$ cat src/rtl/gpio_controller_pkg.sv
// gpio_controller_pkg
// Shared constants for the memory-mapped GPIO peripheral: the decoder
// window it answers in, the word-offset codes decoded from AddrIn[3:2],
// the bit split of the IN_REG read word, and a helper that packs it.
package gpio_controller_pkg;

    // Address window served by the decoder's GPIO chip-select channel.
    localparam logic [31:0] GPIO_BASE  = 32'h1001_0024;
    localparam logic [31:0] GPIO_LIMIT = 32'h1001_002B;

    // Word offsets within the window (AddrIn[3:2]).
    typedef enum logic [1:0] {
        OFF_NONE_0 = 2'b00,
        OFF_IN     = 2'b01,
        OFF_OUT    = 2'b10,
        OFF_NONE_3 = 2'b11
    } gpio_off_e;

    // IN_REG field split: debounced levels low, change flags high.
    localparam int DEB_LSB = 0;
    localparam int DEB_MSB = 15;
    localparam int FLG_LSB = 16;
    localparam int FLG_MSB = 31;

    // Build the IN_REG read word from zero-extended flags and levels.
    function automatic logic [31:0] pack_in_reg(input logic [15:0] flags,
                                                input logic [15:0] deb);
        logic [31:0] word;
        word = 32'd0;
        word[FLG_MSB:FLG_LSB] = flags;
        word[DEB_MSB:DEB_LSB] = deb;
        return word;
    endfunction

endpackage

$ cat src/rtl/gpio_controller_debounce.sv
// gpio_debounce
// Input conditioning for the GPIO pins: two-flop synchroniser, a free
// running prescaler that produces one sample tick every DEBOUNCE_CYCLES
// clocks, and a per-bit debouncer that accepts a new level only when two
// consecutive ticks observe it.
// Ports:
//   clk, rst      clock, asynchronous active-high reset
//   pins_i        raw asynchronous pin levels
//   debounced_o   filtered pin levels
//   changed_o     per-bit pulse, high in the cycle whose edge changes debounced_o
module gpio_debounce
    import gpio_controller_pkg::*;
#(
    parameter int WIDTH           = 16,
    parameter int DEBOUNCE_CYCLES = 4
) (
    input  logic             clk,
    input  logic             rst,
    input  logic [WIDTH-1:0] pins_i,
    output logic [WIDTH-1:0] debounced_o,
    output logic [WIDTH-1:0] changed_o
);

    localparam int CW = (DEBOUNCE_CYCLES > 2) ? $clog2(DEBOUNCE_CYCLES) : 1;
    localparam logic [CW-1:0] CNT_LAST = CW'(DEBOUNCE_CYCLES - 1);
    localparam logic [CW-1:0] CNT_ONE  = CW'(1);

    logic [WIDTH-1:0] sync1_q, sync2_q, sample_q, sample_d, deb_q, deb_d;
    logic [CW-1:0]    cnt_q, cnt_d;
    logic             tick_s;
    logic [WIDTH-1:0] agree_s;

    // Prescaler, sample capture and debounce next-state.
    always_comb begin
        tick_s   = (cnt_q == CNT_LAST);
        agree_s  = ~(sync2_q ^ sample_q);
        cnt_d    = cnt_q;
        sample_d = sample_q;
        deb_d    = deb_q;
        if (tick_s) begin
            cnt_d    = {CW{1'b0}};
            sample_d = sync2_q;
            // Only bits whose level matched at the previous tick may move.
            deb_d    = (deb_q & ~agree_s) | (sync2_q & agree_s);
        end else begin
            cnt_d    = cnt_q + CNT_ONE;
        end
    end

    // Synchroniser, prescaler, sample and debounced state registers.
    always_ff @(posedge clk or posedge rst) begin
        if (rst) begin
            sync1_q  <= {WIDTH{1'b0}};
            sync2_q  <= {WIDTH{1'b0}};
            sample_q <= {WIDTH{1'b0}};
            deb_q    <= {WIDTH{1'b0}};
            cnt_q    <= {CW{1'b0}};
        end else begin
            sync1_q  <= pins_i;
            sync2_q  <= sync1_q;
            sample_q <= sample_d;
            deb_q    <= deb_d;
            cnt_q    <= cnt_d;
        end
    end

    assign debounced_o = deb_q;
    // Combinational so the flag sets on the same edge the level changes.
    assign changed_o   = deb_d ^ deb_q;

endmodule

$ cat src/rtl/gpio_controller.sv
// gpio_controller
// Memory-mapped GPIO peripheral behind the decoder's GPIO chip select.
// IN_REG  (offset 01, read-only): {change_flags, debounced}, read with
//          MemRead and without MemWrite clears the flags.
// OUT_REG (offset 10, read/write): drives gpio_out.
// Ports:
//   clk, rst            clock, asynchronous active-high reset
//   Select              GPIO chip select from the decoder
//   MemRead, MemWrite   bus strobes
//   AddrIn              address, only [3:2] decoded
//   DataIn              write data
//   DataOut             combinational read data, 0 when not selected
//   gpio_in             asynchronous board inputs
//   gpio_out            registered board outputs
module gpio_controller
    import gpio_controller_pkg::*;
#(
    parameter int          WIDTH           = 16,
    parameter int          DEBOUNCE_CYCLES = 4,
    parameter logic [15:0] OUT_RESET       = 16'h0000
) (
    input  logic             clk,
    input  logic             rst,
    input  logic             Select,
    input  logic             MemRead,
    input  logic             MemWrite,
    input  logic [31:0]      AddrIn,
    input  logic [31:0]      DataIn,
    output logic [31:0]      DataOut,
    input  logic [WIDTH-1:0] gpio_in,
    output logic [WIDTH-1:0] gpio_out
);

    gpio_off_e        offset_s;
    logic             rd_clear_s, wr_en_s;
    logic [WIDTH-1:0] debounced_s, changed_s;
    logic [WIDTH-1:0] flags_q, flags_d, out_q, out_d;
    logic [15:0]      deb_ext_s, flg_ext_s, out_ext_s;
    logic             unused_s;

    gpio_debounce #(
        .WIDTH           (WIDTH),
        .DEBOUNCE_CYCLES (DEBOUNCE_CYCLES)
    ) u_debounce (
        .clk         (clk),
        .rst         (rst),
        .pins_i      (gpio_in),
        .debounced_o (debounced_s),
        .changed_o   (changed_s)
    );

    assign offset_s   = gpio_off_e'(AddrIn[3:2]);
    // A combined read+write is treated as a write only.
    assign rd_clear_s = Select & MemRead & ~MemWrite & (offset_s == OFF_IN);
    assign wr_en_s    = Select & MemWrite & (offset_s == OFF_OUT);
    assign unused_s   = ^{AddrIn[31:4], AddrIn[1:0], DataIn[31:WIDTH]};

    // Flag and output-register next-state; a set beats a clear per bit.
    always_comb begin
        flags_d = flags_q;
        out_d   = out_q;
        if (rd_clear_s) begin
            flags_d = changed_s;
        end else begin
            flags_d = flags_q | changed_s;
        end
        if (wr_en_s) begin
            out_d = DataIn[WIDTH-1:0];
        end else begin
            out_d = out_q;
        end
    end

    // Flag and output registers.
    always_ff @(posedge clk or posedge rst) begin
        if (rst) begin
            flags_q <= {WIDTH{1'b0}};
            out_q   <= OUT_RESET[WIDTH-1:0];
        end else begin
            flags_q <= flags_d;
            out_q   <= out_d;
        end
    end

    // Zero-extend narrow fields and mux the read word.
    always_comb begin
        deb_ext_s = 16'd0;
        flg_ext_s = 16'd0;
        out_ext_s = 16'd0;
        deb_ext_s[WIDTH-1:0] = debounced_s;
        flg_ext_s[WIDTH-1:0] = flags_q;
        out_ext_s[WIDTH-1:0] = out_q;
        DataOut = 32'd0;
        if (Select) begin
            case (offset_s)
                OFF_IN:  DataOut = pack_in_reg(flg_ext_s, deb_ext_s);
                OFF_OUT: DataOut = {16'd0, out_ext_s};
                default: DataOut = 32'd0;
            endcase
        end else begin
            DataOut = 32'd0;
        end
    end

    assign gpio_out = out_q;

endmodule

$ cat config.mk
export PLATFORM = sky130hd
export DESIGN_NAME = gpio_controller
export DESIGN_NICKNAME = d
export VERILOG_FILES = /design/src/rtl/gpio_controller_pkg.sv /design/src/rtl/gpio_controller_debounce.sv /design/src/rtl/gpio_controller.sv
export SDC_FILE = /design/constraint.sdc
export NUM_CORES = 1
export LEC_CHECK = 0
export ABC_AREA = 1
export BUFFER_PORTS_ARGS = -buffer_cell sky130_fd_sc_hd__buf_2
export CAP_MARGIN = 20
export CORE_MARGIN = 4
export CORE_UTILIZATION = 46
export DETAILED_ROUTE_END_ITERATION = 16
export PLACE_DENSITY = 0.74
export SYNTH_ARGS = -nofsm -noshare
export SYNTH_HDL_FRONTEND = slang
export SYNTH_HIERARCHICAL = 1
export SYNTH_SLANG_ARGS = --single-unit
$ cat constraint.sdc
create_clock -name clk -period 1.75 [get_ports clk]
set_input_delay 0.0875 -clock clk [delete_from_list [all_inputs] [get_ports clk]]
set_output_delay 0.0875 -clock clk [all_outputs]
set_load 0.1 [all_outputs]
# Yosys cells after proc, flatten, opt, wreduce, memory -nomap -nowiden
# Cells that the tools add are included.
# classes
bitwise_logic,14
addsub,1
n_mux,5
eq_ne,3
# op_table
operator,count
32-bit one-hot mux with 2 select lines,1
16-bit bitwise AND,2
16-bit 2-to-1 mux,2
32-bit 2-to-1 mux,1
16-bit inverter,2
16-bit bitwise OR,2
16-bit bitwise XOR,2
1-bit bitwise AND,5
2-bit equality test (second input constant),2
2-bit by 1-bit adder with 2-bit output (second input constant),1
2-bit by 1-bit equality test with 1-bit output (second input constant),1
2-bit 2-to-1 mux,1
1-bit inverter,1
# word_totals
input_bits,85
out_inout_bits,48
reg_bits,98

# Longest topological paths before layout
# Gate-level depths: netlist of the first run.
# logic_depth
ltp_word,9
mapped_depth,9
ltp_nobuf,7

# By module
# Netlist of the first run, hierarchy kept.
# by_module_without_submodules
mod,n_inst,area_each_um2,seq_area_each_um2,cells_each
gpio_debounce,1,2713.9,1651.6,304
gpio_controller,1,1644.1,800.8,231

# Worst setup path before layout of the first run
# Ideal clock, no wire load.
# synth_path
kind,register to output
from,register out_q[0] (netlist: gpio_out[0])
to,output DataOut[0]
required_time_ns,1.662
n_path_buf,0
arrival_ns,2.509
stages_incl_launch_ff,3
slack_ns,-0.846
path_cell_list,dfrtp_1 -> nand2_1 -> a21oi_1
# synth_between
elab_chain_cells,2
# synth_lines
element,line,source
from (decl),gpio_controller.sv:37,"logic [WIDTH-1:0] flags_q, flags_d, out_q, out_d;"
from (signal assigned),gpio_controller.sv:78,out_q <= OUT_RESET[WIDTH-1:0];
from (signal assigned),gpio_controller.sv:81,out_q <= out_d;
32-bit one-hot mux with 2 select lines,gpio_controller.sv:95,case (offset_s)
32-bit 2-to-1 mux,gpio_controller.sv:94,if (Select) begin
to (decl),gpio_controller.sv:29,"output logic [31:0] DataOut,"
# Every way passes these cells.

# Worst setup path in the final report of the first run
# layout_path
from,register u_debounce.deb_q[7] (netlist: u_debounce/debounced_o[7])
to,output DataOut[7]
# layout_between
elab_chain_cells,2
# layout_lines
element,line,source
from (decl),gpio_controller_debounce.sv:28,"logic [WIDTH-1:0] sync1_q, sync2_q, sample_q, sample_d, deb_q, deb_d;"
from (signal assigned),gpio_controller_debounce.sv:56,deb_q <= {WIDTH{1'b0}};
32-bit one-hot mux with 2 select lines,gpio_controller.sv:95,
32-bit 2-to-1 mux,gpio_controller.sv:94,
# Every way passes these cells.

==> impl_metrics.tcl, run 1 <==
set metrics [dict create \
    status "complete, no violations" \
    path_clk_slew_ns 0.10 \
    ctsHtreeMaxLevel 3 \
    peakVddDrop_uv 457.7 \
    most-common-layout-cells "nand2_1, inv_1, dfrtp_1" \
    numCtsBuffers 9 \
    yosysWarningCount 6 \
    first_pass_iters 5 \
    wl_per_cell_um 12.14 \
    finalInstanceArea_um2 6113 \
    placed_area_um2 5600 \
    fmax_mhz 700.6 \
    nFillCells 689 \
    via_count 3675 \
    synth.area.mux_share_pct 0 \
    synthAdderAreaFrac_pct 0.8613 \
    drv_cap 0 \
    cts_buffer_depth 2 \
    post-route-min-period_ns 1.427 \
    hold_class "in2reg" \
    crit_chain "nand2_1, a21oi_4, buf_12" \
    cts_setup_buffers 0 \
    cp.required_ns 1.66 \
    clock_sinks 98 \
    fin_crit_sh_pct 81.57 \
    r2r-start "u_debounce/cnt_q[0]$_DFF_PP0_" \
    seqPwrFrac_pct 47.6 \
    cts_root_buf "clkbuf_8" \
    internal_power_mw 3.510 \
    gp_congestion 0.7625 \
    hold_viol 0 \
    r2r-end "u_debounce/debounced_o[3]$_DFF_PP0_" \
    cpPeakStageDelay_ns 0.47 \
    antenna_left 0 \
    synth_cells 535 \
    slowest_stage "dfrtp_1" \
    synth_compound_area_share_pct 7.350 \
    finalSetupTns_ns 0 \
    r2r_slack_ns 0.33 \
    seqCellArea_um2 2471 \
    hold_start "DataIn[15]" \
    yosys.area_share.xor_xnor_pct 0 \
    grt_overflow 0 \
    cts_tree "built" \
    route.detailed.drc 0 \
    die_w_um 105.3 \
    end_kind "output pin" \
    netlist_area_um2 4358 \
    dieArea_um2 11100 \
    antenna_cells 0 \
    hold_end "gpio_out[15]$_DFFE_PP0P_" \
    io_pins 133 \
    area_growth_pct 40.28 \
    arrival_ns 1.34 \
    power.leakage_nw 3.127 \
    avgViaCountPerCell 4.682 \
    p_comb_share_pct 27.5 \
    synth-simple-area-share_pct 22.02 \
    ys_types 17 \
    grt_max_degree 47 \
    skew_ns 0.01546 \
    io_buffers 86 \
    worst_pin_slew_ns 0.5028 \
    multi_input_area_um2 1500 \
    avgSynthCellArea_um2 8.146 \
    synth_top_family_by_area "simple AND/OR/NAND/NOR gates" \
    finalCoreUtilization_pct 66.16 \
    final_cell_count_no_fill 785 \
    ys_seq_area_share_pct 56.27 \
    rows 35 \
    ys_ff_latch 98 \
    rsz0062_at_grt "false" \
    clk_latency_ns 0.36 \
    synthesis.nets 623 \
    wl_mm 9.530 \
    nets 739 \
    slew_headroom_pct 66.44 \
    hold-path-cell-count 3 \
    grt_usage_pct 17.97 \
    powerDensity_nw_per_um2 931.6 \
    final_common_cell "nand2_1" \
    start_kind "flop" \
    core_um2 9240 \
    cp_max_fo 5 \
    drive_gt1_share_pct 22.41 \
    switching_share_pct 38.37 \
    drt_iter0_markers 216 \
    drv_slew 0 \
    report.power.total_mw 5.695 \
    p_sw_mw 2.185 \
    grt_pass1_wl_mm 16.33 \
    startpoint "u_debounce/debounced_o[7]$_DFF_PP0_" \
    grt_pass1_vias 3521 \
    power.share.clock_pct 24.9 \
    setup_viol 0 \
    worst-r2r-cell-count 5 \
    die_y_um 105.3 \
    path_class "reg2out" \
    antenna_found_initial 0 \
    dp_hpwl_mm 6.749 \
    dp_cells 737 \
    start_util_pct 47.16 \
]
-- per-layer routing --
layer	vias to the layer above	wire (um)	global-route usage, %
met1	1719	4280	24.23
met3	5	581	3.797
met5	-	0	0
met2	110	4605	30.05
met4	0	63	3.749
li1	1841	-	-
-- metrics by stage --
step                      hold slack (ns)  setup WS [ns]
final                             0.01758         0.3226
after CTS                        0.009656         0.3253
after detailed placement           0.1439         0.1733
after global placement             0.1332         0.2972
after global routing              0.03856         0.1529
after floorplan                    0.1189        -0.2234
-- kinds of logic (layout without fill, tap and decap cells) --
logic type,count (synthesis),count (layout)
AOI/OAI and AO/OA,64,64
adders and majority gates,3,3
buffers and inverters,140,261
DFF,98,98
and+or+nand+nor,230,230
-- how the worst max path moves through the flow --
| stage | endpoint | slack (ns) |
|---|---|---|
| after floorplan | DataOut[21] | -0.22 |
| after global placement | gpio_out[9]$_DFFE_PP0P_ | 0.30 |
| after detailed placement | gpio_out[5]$_DFFE_PP0P_ | 0.17 |
| after CTS | u_debounce/debounced_o[3]$_DFF_PP0_ | 0.33 |
| after global routing | u_debounce/debounced_o[3]$_DFF_PP0_ | 0.15 |
| final | DataOut[7] | 0.32 |
-- synth_stat cells --
cell type,count,share of area [%]
inv_1,118,10
o21ai_0,31,3.6
buf_6,5,1.3
nand2_2,1,0.14
nand4_1,32,4.6
clkbuf_1,2,0.17
ha_1,3,0.86
nor2_1,50,4.3
o21ai_1,1,0.11
nand3_2,1,0.23
a21oi_1,32,3.7
buf_2,11,1.3
buf_4,3,0.52
nand2_1,145,12
dfrtp_1,98,56
nand2_4,1,0.26
inv_2,1,0.086
-- power by group through the flow --
stage               clock (mW)  sequential, mW  combinational (mW)
floorplan                    0            3.21               0.631
global placement             0            2.73                1.49
detailed placement           0            2.75                1.52
CTS                       1.47            2.71                1.58
global route              1.53            2.75                1.67
finish                    1.42            2.71                1.56
-- final cells by class --
| type | instances | area share, % |
|---|---|---|
| Multi-Input combinational cell | 297 | 24.54 |
| Inverter | 119 | 7.307 |
| Sequential cell | 98 | 40.42 |
| Clock buffer | 10 | 2.251 |
| Timing Repair Buffer | 126 | 21.94 |
| Tap cell | 129 | 2.640 |
| Clock inverter | 6 | 0.9005 |
-- sequential cells by signal (all words and copies together) (netlist names) --
| signal | count |
|---|---|
| flags_q | 16 |
| gpio_out | 16 |
| u_debounce/debounced_o | 16 |
| u_debounce/sample_q | 16 |
| u_debounce/sync1_q | 16 |
| u_debounce/sync2_q | 16 |
| u_debounce/cnt_q | 2 |
-- critical path, delay by kind of cell, from the launching register on --
family | cells | cell delay, ns
buffers and inverters | 1 | 0.19
and+or+nand+nor | 1 | 0.14
AOI/OAI and AO/OA | 1 | 0.19
DFF | 1 | 0.47
-- timing repair --
item | 4_1_cts | 5_1_grt
endpoints found under the setup margin | 0 | 0
hold buffers | 32 | 0
resized for setup | 0 | 0
hold endpoints to repair | 83 | 0
No activity file was read; power rests on OpenSTA's default activity.
==> run 2: changes to the inputs <==
--- a/config.mk
+++ b/config.mk
@@ -5,7 +5,7 @@
 export SDC_FILE = /design/constraint.sdc
 export NUM_CORES = 1
 export LEC_CHECK = 0
-export ABC_AREA = 1
+export ABC_AREA = 0
 export BUFFER_PORTS_ARGS = -buffer_cell sky130_fd_sc_hd__buf_2
 export CAP_MARGIN = 20
 export CORE_MARGIN = 4
==> constraint.sdc (replaced) <==
create_clock -name clk -period 1.3 [get_ports clk]
set_input_delay 0.065 -clock clk [delete_from_list [all_inputs] [get_ports clk]]
set_output_delay 0.065 -clock clk [all_outputs]
set_load 0.1 [all_outputs]
==> run 2 against run 1 <==
Net effect: the flow now finishes with violations (setup timing); sequential share of layout area decreased by 0.75 points; clock skew decreased by 0.0079 ns; wire length increased by 5.3%; global-route usage increased by 1.5 points; clock power increased by 61%; setup slack got worse by 0.41 ns; critical path type unchanged; register-to-register slack got worse by 0.28 ns; worst hold slack improved by 0.28 ns.
==> impl_metrics.tcl, run 2 <==
set metrics [dict create \
    status "finished with violations" \
    violations "setup timing" \
    worst-r2r-cell-count 3 \
    via_count 3172 \
    crit_chain "a22oi_2, nor2_4, buf_12" \
    antenna_found_initial 0 \
    cts_root_buf "clkbuf_8" \
    internal_power_mw 5.529 \
    cpPeakStageDelay_ns 0.51 \
    yosys.area.top_type "dfrtp_1" \
    first_pass_iters 5 \
    synth.most_common_cell "dfrtp_1" \
    skew_ns 0.007562 \
    setup_viol 15 \
    end_kind "output pin" \
    grt_usage_pct 19.46 \
    cts_tree "built" \
    ys.flop_type "dfrtp_1" \
    nFillCells 572 \
    cp.required_ns 1.24 \
    cp.depth 3 \
    rsz0062_at_grt "true" \
    grt_max_degree 67 \
    synth_cells 352 \
    arrival_ns 1.32 \
    power.share.clock_pct 26.9 \
    endpoint "DataOut[13]" \
    drt_iter0_markers 115 \
    grt_overflow 0 \
    area_growth_pct 48.94 \
    die_y_um 104.2 \
    drv_slew 0 \
    ys_ff_latch 98 \
    fmax_mhz 722.5 \
    ys_top_cells_by_count "dfrtp_1, inv_1, nor2_1" \
    route.detailed.drc 0 \
    numCtsBuffers 9 \
    path_clk_slew_ns 0.09 \
    wl_mm 10.04 \
    power.leakage_nw 2.687 \
    gp_congestion 0.7523 \
    grt_pass1_vias 3313 \
    rows 34 \
    drv_cap 0 \
    nets 570 \
    final_cell_count_no_fill 595 \
    peakVddDrop_uv 659.5 \
    dp_cells 543 \
    post-route-min-period_ns 1.384 \
    slowest_stage "dfrtp_4" \
    grt_pass1_wl_mm 16.90 \
    p_comb_share_pct 29.6 \
    synthesis.nets 440 \
    powerDensity_nw_per_um2 1336 \
    switching_share_pct 34.68 \
    slew_headroom_pct 66.49 \
    netlist_area_um2 4254 \
    r2r_slack_ns 0.05 \
    die_w_um 104.2 \
    final_common_cell "dfrtp_1" \
    report.power.total_mw 8.465 \
    p_sw_mw 2.936 \
    seqPwrFrac_pct 43.5 \
    core_um2 8848 \
    hold_class "in2reg" \
    met3_usage_pct 4.780 \
    grtUsageMet1_pct 25.53 \
    finalCoreUtilization_pct 71.61 \
    dp_slack_ns 0.02959 \
    antenna_left 0 \
    finalInstanceArea_um2 6336 \
    grt_util_met2_pct 31.57 \
    synth_edf_count 0 \
    finalSetupTns_ns -0.8929 \
    io_pins 133 \
    grt.busiest_layer "met2" \
    cts_buffer_depth 2 \
    path_buf_inv 1 \
    antenna_cells 0 \
    synthArstFlopShare_pct 100.0 \
    hold_viol 0 \
    avgSynthCellArea_um2 12.09 \
    ctsHtreeMaxLevel 3 \
    seqCellArea_um2 2514 \
    clock_sinks 98 \
    cp_max_fo 3 \
    clk_latency_ns 0.35 \
    r2r-start "u_debounce/sync2_q[12]$_DFF_PP0_" \
    startpoint "gpio_out[13]$_DFFE_PP0P_" \
    fin_crit_sh_pct 106.5 \
    path_class "reg2out" \
    yosysWarningCount 6 \
    dp_hpwl_mm 6.483 \
    most-common-layout-cells "dfrtp_1, buf_2, buf_12" \
    dieArea_um2 10850 \
    placed_area_um2 5595 \
    postLayoutSetupSlackWorst_ns -0.08414 \
    drive_gt1_share_pct 44.76 \
    avgViaCountPerCell 5.331 \
    worst_pin_slew_ns 0.5062 \
    io_buffers 86 \
    yosysTopAreaCellShare_pct 57.65 \
    whs_ns 0.3011 \
    synthTopCellsByArea "dfrtp_1, mux2_4, o2bb2ai_2, or3b_1, a21boi_0" \
    wl_per_cell_um 16.87 \
    ys_seq_area_share_pct 57.65 \
    start_util_pct 48.08 \
    cp_top_family "flip-flops" \
    ys_types 26 \
    start_kind "flop" \
    multi_input_area_um2 1861 \
    r2r-end "flags_q[12]$_DFF_PP0_" \
]
-- run 2: cell count changes after synthesis, sizes merged, moves of 32 or more --
cell | previous run | this run
nor2 | 50 | 17
inv | 119 | 20
nand2 | 147 | 16
nand4 | 32 | 0
-- run 2: logic make-up (layout without fill, tap and decap cells) --
logic type | Yosys count | in the layout | synth area share, %
flops | 98 | 98 | 57.65
buf+inv | 39 | 174 | 4.559
mux | 16 | 16 | 5.117
simple gates | 100 | 100 | 14.79
compound gates | 96 | 96 | 17.00
fa+ha+maj | 3 | 3 | 0.8824
-- run 2: layer usage --
layer	vias up	part of all wire (%)
li1	1500	-
met1	1574	44
met2	88	51
met3	10	4.4
met4	0	1.2
met5	-	0
-- run 2: tightest hold or removal path, stage by stage --
cell,delay (ns)
buf_2,0.11
nand4b_2,0.07
buf_4,0.23
a21o_1,0.14
-- run 2: power groups by stage --
stage / Clock (mW) / Combinational (mW) / Sequential, mW
4_1_cts: 2.35 / 2.44 / 3.67
6_report: 2.28 / 2.51 / 3.68
3_5_place_dp: 0 / 2.31 / 3.71
3_3_place_gp: 0 / 2.28 / 3.68
2_1_floorplan: 0 / 0.950 / 4.47
5_1_grt: 2.45 / 2.61 / 3.73
-- run 2: layout make-up --
type / instances / share of cell area, %
Sequential cell: 98 / 39.67
Multi-Input combinational cell: 215 / 29.36
Timing Repair Buffer: 138 / 23.89
Tap cell: 108 / 2.133
Clock buffer: 11 / 2.073
Clock inverter: 5 / 1.619
Inverter: 20 / 1.244
-- run 2: timing repair --
action,in CTS,in global routing
resized for setup,19,19
hold buffers,33,0
endpoints found under the setup margin,17,42
endpoints found under the hold margin,130,0
pin swaps,22,5
buffers inserted,0,3
cloned,0,1
-- run 2: worst min path at each step --
stage                     start                               end  slack [ns]  cells after the start
floorplan            gpio_in[0]   u_debounce/sync1_q[0]$_DFF_PP0_         0.1                      0
global placement    gpio_in[11]  u_debounce/sync1_q[11]$_DFF_PP0_        0.17                      1
detailed placement   gpio_in[9]   u_debounce/sync1_q[9]$_DFF_PP0_        0.17                      1
CTS                     MemRead              flags_q[3]$_DFF_PP0_        0.28                      4
global route            MemRead              flags_q[5]$_DFF_PP0_        0.29                      4
finish                  MemRead              flags_q[3]$_DFF_PP0_        0.30                      4
